File: config.mk
export PLATFORM = sky130hd
export DESIGN_NAME = dcache_wt
export DESIGN_NICKNAME = d
export VERILOG_FILES = /design/src/rtl/dcache_wt_pkg.sv /design/src/rtl/dcache_array.sv /design/src/rtl/dcache_wt.sv
export SDC_FILE = /design/constraint.sdc
export NUM_CORES = 2
export LEC_CHECK = 0
export ABC_AREA = 1
export CORE_MARGIN = 5
export CORE_UTILIZATION = 60
export DETAILED_ROUTE_END_ITERATION = 16
export GPL_ROUTABILITY_DRIVEN = 0
export PLACE_DENSITY_LB_ADDON = 0.3
export RECOVER_POWER = 50
export SLEW_MARGIN = 20
export SYNTH_ARGS = -nofsm -noshare
export SYNTH_HDL_FRONTEND = slang
export SYNTH_HIERARCHICAL = 1
export SYNTH_SLANG_ARGS = --single-unit
File: constraint.sdc
create_clock -name clk -period 7.6 [get_ports clk]
set_clock_uncertainty 0.05 [all_clocks]
set_input_delay 2.28 -clock clk [delete_from_list [all_inputs] [get_ports clk]]
set_output_delay 2.28 -clock clk [all_outputs]
set_load 0.02 [all_outputs]
File: src/rtl/dcache_wt_pkg.sv
// common: shared dBUS request/response types, access sizes and data-cache definitions.
// Rev 1.0
`default_nettype none

package common;

  typedef enum logic [2:0] {
    MSIZE1 = 3'd0,
    MSIZE2 = 3'd1,
    MSIZE4 = 3'd2,
    MSIZE8 = 3'd3
  } msize_t;

  typedef struct packed {
    logic        valid;
    logic [63:0] addr;
    msize_t      size;
    logic [7:0]  strobe;
    logic [63:0] data;
  } dbus_req_t;

  typedef struct packed {
    logic        addr_ok;
    logic        data_ok;
    logic [63:0] data;
  } dbus_resp_t;

  typedef enum logic [1:0] {
    DC_IDLE   = 2'd0,
    DC_LOOKUP = 2'd1,
    DC_MEM    = 2'd2,
    DC_RESP   = 2'd3
  } dcache_state_t;

  localparam logic [63:0] DCACHE_UNCACHED_TOP = 64'h8000_0000;

  function automatic logic [63:0] byte_merge(input logic [63:0] old_d,
                                             input logic [63:0] new_d,
                                             input logic [7:0]  mask);
    logic [63:0] r;
    r = old_d;
    for (int b = 0; b < 8; b++) begin
      if (mask[b]) r[8*b +: 8] = new_d[8*b +: 8];
    end
    return r;
  endfunction

endpackage

`default_nettype wire

File: src/rtl/dcache_array.sv
// dcache_array: direct-mapped valid/tag/data storage, one async read port, one byte-masked write port.
// Rev 1.0
`default_nettype none

module dcache_array
  import common::*;
#(
  parameter int NUM_LINES = 16,
  parameter int IDX_W     = $clog2(NUM_LINES),
  parameter int TAG_W     = 61 - IDX_W
) (
  input  logic             clk,
  input  logic             rst_n,
  input  logic             inv_all_i,
  input  logic [IDX_W-1:0] rd_idx_i,
  output logic             rd_valid_o,
  output logic [TAG_W-1:0] rd_tag_o,
  output logic [63:0]      rd_data_o,
  input  logic             we_i,
  input  logic [IDX_W-1:0] wr_idx_i,
  input  logic [TAG_W-1:0] wr_tag_i,
  input  logic [7:0]       wr_mask_i,
  input  logic [63:0]      wr_data_i
);

  logic [NUM_LINES-1:0] valid_q;
  logic [TAG_W-1:0]     tag_q  [NUM_LINES];
  logic [63:0]          data_q [NUM_LINES];

  // Only the valid bits need a reset; tag/data are qualified by them.
  always_ff @(posedge clk or negedge rst_n) begin
    if (!rst_n) begin
      valid_q <= '0;
    end else if (inv_all_i) begin
      valid_q <= '0;
    end else if (we_i) begin
      valid_q[wr_idx_i] <= 1'b1;
    end
  end

  always_ff @(posedge clk) begin
    if (we_i) begin
      tag_q[wr_idx_i]  <= wr_tag_i;
      data_q[wr_idx_i] <= byte_merge(data_q[wr_idx_i], wr_data_i, wr_mask_i);
    end
  end

  assign rd_valid_o = valid_q[rd_idx_i];
  assign rd_tag_o   = tag_q[rd_idx_i];
  assign rd_data_o  = data_q[rd_idx_i];

endmodule

`default_nettype wire

File: src/rtl/dcache_wt.sv
// dcache_wt: direct-mapped, write-through, no-write-allocate data cache on the dBUS.
// Rev 1.0
`default_nettype none

module dcache_wt
  import common::*;
#(
  parameter int          NUM_LINES    = 16,
  parameter logic [63:0] UNCACHED_TOP = DCACHE_UNCACHED_TOP
) (
  input  logic       clk,
  input  logic       reset,
  input  dbus_req_t  dreq,
  output dbus_resp_t dresp,
  output dbus_req_t  mreq,
  input  dbus_resp_t mresp,
  input  logic       flush
);

  localparam int IDX_W = $clog2(NUM_LINES);
  localparam int TAG_W = 61 - IDX_W;

  dcache_state_t state_q, state_d;
  dbus_req_t     req_q, req_d;
  dbus_req_t     mreq_q, mreq_d;
  logic [63:0]   rdata_q, rdata_d;
  logic          hit_q, hit_d;
  logic          flush_pend_q, flush_pend_d;

  logic [IDX_W-1:0] w_idx;
  logic [TAG_W-1:0] w_tag;
  logic             w_cached;
  logic             w_is_write;
  logic             w_hit;
  logic             arr_valid;
  logic [TAG_W-1:0] arr_tag;
  logic [63:0]      arr_data;
  logic             arr_we;
  logic             arr_inv;
  logic [7:0]       arr_mask;
  logic [63:0]      arr_wdata;
  logic             w_resp;
  logic             unused_ok;

  assign w_idx      = req_q.addr[3 +: IDX_W];
  assign w_tag      = req_q.addr[63:3+IDX_W];
  assign w_cached   = (req_q.addr >= UNCACHED_TOP);
  assign w_is_write = (req_q.strobe != 8'h00);
  assign w_hit      = arr_valid && (arr_tag == w_tag) && w_cached;

  dcache_array #(
    .NUM_LINES(NUM_LINES),
    .IDX_W    (IDX_W),
    .TAG_W    (TAG_W)
  ) u_array (
    .clk       (clk),
    .rst_n     (reset),
    .inv_all_i (arr_inv),
    .rd_idx_i  (w_idx),
    .rd_valid_o(arr_valid),
    .rd_tag_o  (arr_tag),
    .rd_data_o (arr_data),
    .we_i      (arr_we),
    .wr_idx_i  (w_idx),
    .wr_tag_i  (w_tag),
    .wr_mask_i (arr_mask),
    .wr_data_i (arr_wdata)
  );

  always_ff @(posedge clk or negedge reset) begin
    if (!reset) begin
      state_q      <= DC_IDLE;
      req_q        <= '0;
      mreq_q       <= '0;
      rdata_q      <= '0;
      hit_q        <= 1'b0;
      flush_pend_q <= 1'b0;
    end else begin
      state_q      <= state_d;
      req_q        <= req_d;
      mreq_q       <= mreq_d;
      rdata_q      <= rdata_d;
      hit_q        <= hit_d;
      flush_pend_q <= flush_pend_d;
    end
  end

  always_comb begin
    state_d      = state_q;
    req_d        = req_q;
    mreq_d       = mreq_q;
    rdata_d      = rdata_q;
    hit_d        = hit_q;
    flush_pend_d = flush_pend_q;
    arr_inv      = 1'b0;
    arr_we       = 1'b0;
    arr_mask     = 8'h00;
    arr_wdata    = mresp.data;

    if (flush && (state_q != DC_IDLE)) flush_pend_d = 1'b1;

    unique case (state_q)
      DC_IDLE: begin
        // A flush wins over a new request; that request is taken next cycle.
        if (flush || flush_pend_q) begin
          arr_inv      = 1'b1;
          flush_pend_d = 1'b0;
        end else if (dreq.valid) begin
          req_d   = dreq;
          state_d = DC_LOOKUP;
        end
      end
      DC_LOOKUP: begin
        hit_d = w_hit;
        if (w_hit && !w_is_write) begin
          rdata_d = arr_data;
          state_d = DC_RESP;
        end else begin
          mreq_d.valid = 1'b1;
          if (!w_is_write && w_cached) begin
            mreq_d.addr   = {req_q.addr[63:3], 3'b000};
            mreq_d.size   = MSIZE8;
            mreq_d.strobe = 8'h00;
            mreq_d.data   = '0;
          end else begin
            mreq_d.addr   = req_q.addr;
            mreq_d.size   = req_q.size;
            mreq_d.strobe = req_q.strobe;
            mreq_d.data   = req_q.data;
          end
          state_d = DC_MEM;
        end
      end
      DC_MEM: begin
        if (mresp.data_ok) begin
          mreq_d  = '0;
          rdata_d = mresp.data;
          state_d = DC_RESP;
          if (!w_is_write && w_cached) begin
            arr_we    = 1'b1;
            arr_mask  = 8'hFF;
            arr_wdata = mresp.data;
          end else if (w_is_write && hit_q) begin
            arr_we    = 1'b1;
            arr_mask  = req_q.strobe;
            arr_wdata = req_q.data;
          end
        end
      end
      DC_RESP: begin
        state_d = DC_IDLE;
      end
      default: begin
        state_d = DC_IDLE;
      end
    endcase
  end

  assign w_resp = (state_q == DC_RESP);
  assign mreq   = mreq_q;
  assign dresp  = '{addr_ok: w_resp, data_ok: w_resp, data: rdata_q};

  assign unused_ok = ^{req_q.valid, mresp.addr_ok};

endmodule

`default_nettype wire

### After elaboration in Yosys (flattened, before gate mapping)

Memory sizes are Yosys's and may differ from the RTL's.
Index checks and enable logic that the tools add are counted.

* register bits after elaboration: 363
* latch bits: 0
* bits in writable memories: 1936
* ROM bits: 0
* bits of input ports: 209
* output and inout port bits: 206
* memories kept: 2

Memory list
* u_array.data_q: depth 16, bits a word 64, rd ports 1, clocked after Yosys merged registers in 0, write ports 1, RTL line dcache_array.sv:28 `logic [63:0] data_q [NUM_LINES];`
* u_array.tag_q: depth 16, bits a word 57, rd ports 1, clocked after Yosys merged registers in 0, write ports 1, RTL line dcache_array.sv:27 `logic [TAG_W-1:0] tag_q [NUM_LINES];`

* $add $sub $neg: 0
* multiply operators: 0
* divide/modulo/power cells: 0
* $lt $le $gt $ge: 3
* equal/unequal tests: 9
* shift operators: 0
* mux-type cells: 53
* bitwise logic cells: 2
* reduce and logical (&&, ||, !) cells: 18

Operators by type and width (count)
* 2-to-1 mux 64 bit: 6
* 2-to-1 mux 140 bit: 2
* case mux 140 bit (2 select lines): 1
* 2-to-1 mux 8 bit: 20
* case mux 64 bit (2 select lines): 1
* 2-to-1 mux 78 bit: 1
* >= comparator 64 x 32 -> 1 bit (second input constant): 1
* == test 57 bit: 1
* 2-to-1 mux 16 bit: 2
* bitwise OR 16 bit: 1
* 2-to-1 mux 1 bit: 14
* AND reduction 3 bit: 4
* inequality test 2 bit (second input constant): 5
* case mux 2 bit (4 select lines): 1
* nonzero test 8 bit: 1
* logical AND 1 bit: 7
* 2-to-1 mux 2 bit: 3
* nonzero test 2 bit: 3
* less-than comparator 4 x 5 -> 1 bit (second input constant): 1
* binary-select mux 1 bit (select 4 bit): 1
* demux 1 bit (select 4 bit): 1
* == test 2 bit (second input constant): 2
* >= comparator 4 x 1 -> 1 bit (second input constant): 1
* == test 2 x 1 -> 1 bit (second input constant): 1
* other kinds (4): 4

### Longest topological paths before layout

* depth after elaboration: 8
* depth in mapped cells: 24
* gate-level depth less buffers: 20

### Cells and area by module

The synthesis kept the hierarchy.

By module, submodules not included
* dcache_array: times used 1, cells an instance 8077, area each 84085.6 µm², sequential area each 58536.1 µm²
* dcache_wt: times used 1, cells an instance 2079, area each 15959.1 µm², sequential area each 8683.3 µm²

### Worst setup path before layout

No wires, ideal clock.

* path kind: input to register
* start: in mresp[64] in the netlist's numbering
* end: mem u_array/tag_q[14][0] in the netlist's numbering (enable)
* library setup time: 411 ps
* arrival: 4576 ps
* path slack: 2563 ps
* stages: 9
* buffers on the path: 3
* cells stage by stage: nand2_1 > inv_1 > nand3_1 > clkbuf_1 > nand2_1 > clkbuf_1 > buf_2 > nand2_1 > inv_1

* cells in the longest elaborated chain, start to end: 4

RTL lines
* start: declaration: RTL line dcache_wt.sv:16 `input dbus_resp_t mresp,`
* 2-to-1 mux 1 bit: RTL line dcache_wt.sv:135 `if (mresp.data_ok) begin`
* 2-to-1 mux 1 bit: RTL line dcache_wt.sv:102 `unique case (state_q)`
* via arr_we: RTL line dcache_wt.sv:38 `logic arr_we;`
* 2-to-1 mux 1 bit: RTL line dcache_array.sv:42 `if (we_i) begin`
* 2-to-1 mux 1 bit (implied by the code): RTL line dcache_array.sv:43 `tag_q[wr_idx_i] <= wr_tag_i;`
* end: declaration: RTL line dcache_array.sv:27

The timed path passes the listed nets, and every way through them passes these cells.

### Worst setup path after layout

* start: in flush
* end: reg req_q[129] in the netlist's numbering

* cells in the longest elaborated chain, start to end: 3

RTL lines
* start: declaration: RTL line dcache_wt.sv:17 `input logic flush`
* logical OR 1 bit: RTL line dcache_wt.sv:105 `if (flush || flush_pend_q) begin`
* NOT 1 bit (no source line)
* AND reduction 3 bit (no source line)
* end signal: assignment: RTL line dcache_wt.sv:80 `req_q <= req_d;`
* end: declaration: RTL line dcache_wt.sv:24 `dbus_req_t req_q, req_d;`

No other way between the ends.
A chain may end at the register's enable or synchronous reset.

==> metrics.cfg <==
[status]
status = complete, but fails checks
violations = capacitance limit, slew limit

[die]
start_util_pct = 60.5
die_height_um = 418
rows = 149
core_area_um2 = 165000
dieArea_um2 = 175000
die_w_um = 418
ios = 415

[final_layout]
area_growth_pct = 13.2
final_nets = 10700
drive_gt1_share_pct = 4.98
final_util_pct = 68.5
fin_cells = 12800

[sta]
tightest_slew_ps = 4340
period_minus_slack_ps = 6510
setup_ws_ps = 1090
rsz0062_at_grt = no
fmax_ghz = 0.154
hold_viol = 0
setup_viol = 0
setup_tns_ps = 0
finalMaxSlewViolations = 250
post-route-period-util_pct = 85.6
slew-limit-headroom_pct = -189

[critical_path]
arrival_ps = 7080
critPathMaxFanout = 49
crit_family = simple AND/OR/NAND/NOR gates
r2r_start = req_q[128]
worstSetupEndpointType = flop
crit_type = primary input to flop
worstPathRequired_ps = 8170
crit_start = flush
crit_top_cell = nor2_1
crit_buf_inv = 2
reg2reg_slack_ps = 1150
r2r_end = u_array/tag_q[15][42]
crit_chain = dlygate4sd3_1 > nor2_1 > nand3_1 > clkbuf_1 > nor2_1 > a21oi_1
cpPeakStageDelay_ps = 2160
critPathLaunchType = primary input
rr_worst_depth = 12
crit_slowest_cell = nand3_1

[synthesis]
synth_edf_count = 1936
synthTopCellsByCount = nand2_1 (3537), edfxtp_1 (1936), inv_1 (1647), nand3_1 (1542), dfrtp_1 (363)
yosys-top-cells-area = edfxtp_1 (58%), nand2_1 (13%), dfrtp_1 (9.1%), nand3_1 (7.7%), inv_1 (6.2%)
syn_inst = 10200
synth_top_family_by_area = simple AND/OR/NAND/NOR gates
synth_seq_cells = 2299
seq_area_frac_synth_pct = 67.2
avgSynthCellArea_um2 = 9.85
synth_top_flop_cell = edfxtp_1
syn_area_um2 = 100000
synth_top_area_share_pct = 58.1
synth.distinct_cells = 28
synth.area.mux_share_pct = 0.304
synth_xor_area_share_pct = 0.0263
async_flop_share_pct = 15.8
post-synth-top-count-cell = nand2_1
synth_adder_area_share_pct = 0.0500
synth_nets = 10400
synth-simple-area-share_pct = 22.3
yosys_warnings = 6
synth_compound_area_share_pct = 1.11
yosysTopAreaCell = edfxtp_1

[cts]
clock-root-buffer = clkbuf_16
clock_latency_ps = 870
cts.htree.levels = 4
cts_buffers = 222
clockBufferDepth = 3
postCtsHoldBufs = 0
postCtsSetupBuffers = 0
clock_sink_count = 2299
tritoncts = done
cts-resized-gates = 0
clk_transition_reported_paths_ps = 60

[power_and_ir_drop]
powerDensity_nw_per_um2 = 374
peakVddDrop_v = 0.000410
p_leak_nw = 50.4
finalPower_mw = 42.3

[routing]
wl_per_cell_um = 20.6
ant_nets = 0
first_pass_iters = 6
drc = 0
drt_iter0_markers = 8534
routed_wl_um = 264000
vias_per_cell = 5.57
vias = 71500

[placement]
place_ws_ps = 1350
io_buffers = 413
dp_cells = 12400
hpwl_um = 155000

[worst_hold_path]
min-delay-start = mreq[41]
hold_path.class = flop to flop
holdPathStages = 2
hold_end = mreq[41]

[grt]
grt_pass1_wl_um = 400000
grt_max_degree = 250
grt_pass1_vias = 70000
antenna_found_initial = 4
grt_usage_pct = 29.8
overflow = 0

[flow_run]
maxCapViolCount = 6

through the flow:
stage / area, um^2 / hold WS [ps]
6_report: 113000 / 411
3_5_place_dp: 106000 / 407
2_1_floorplan: 100000 / 393
3_3_place_gp: 106000 / 402
5_1_grt: 113000 / 428
4_1_cts: 114000 / 422
cell usage in the layout (no fill, tap or decap), drive strengths merged, types with 90 or more instances in the layout:
cell type,count
nor2,323
clkdlybuf4s50,206
clkinv,90
buf,97
a21oi,133
dlygate4sd3,206
inv,1669
nand3,1543
nand2,3539
edfxtp,1936
dfrtp,363
clkbuf,363
routing by layer:
layer  vias to the layer above  track usage (%)  wire [um]
li1                      33000                -          -
met3                       781             4.78      23100
met1                     33900             37.2      95400
met5                         -                0         13
met2                      3729             50.3     130000
met4                         2             16.4      15900
worst min-delay path: stages, from the launching register on:
cell and delay [ps]:
dfrtp_1 340, nand2_1 50, nand2_1 40
power breakdown:
| group | total [mW] | switching (mW) | internal (mW) |
|---|---|---|---|
| sequential | 16.4 | 1.15 | 15.2 |
| clock | 11.4 | 4.73 | 6.69 |
| combinational | 14.5 | 10.3 | 4.24 |
sequential cells by signal (all words and copies together), names as in the netlist:
register / flops
flush_pend_q: 1
hit_q: 1
mreq: 140
rdata_q: 64
req_q: 139
state_q: 2
u_array/data_q: 1024
u_array/tag_q: 912
u_array/valid_q: 16
cells by family after synthesis:
group | Yosys count
and+or+nand+nor | 5410
DFF | 2299
muxes | 27
AOI/OAI and AO/OA | 221
xor gates and xnor gates | 3
adders and majority gates | 4
buffers and inverters | 2192
worst max path at each step:
stage	slack, ps	cells after the start	to
finish	1090	6	req_q[129]
detailed placement	1350	8	u_array/tag_q[7][39]
global route	960	9	u_array/data_q[6][24]
CTS	2170	17	mreq[116]
floorplan	2560	9	u_array/tag_q[14][0]
global placement	1440	8	u_array/tag_q[7][47]
cell type report:
cell class	instances	area [um^2]
Sequential cell	2299	67200
Fill cell	11700	52100
Multi-Input combinational cell	5665	23800
Inverter	1669	6330
Clock buffer	285	6120
Timing Repair Buffer	587	5450
Tap cell	2189	2740
Clock inverter	134	1570
Antenna cell	3	7.51
(Power assumes the default switching activity.)
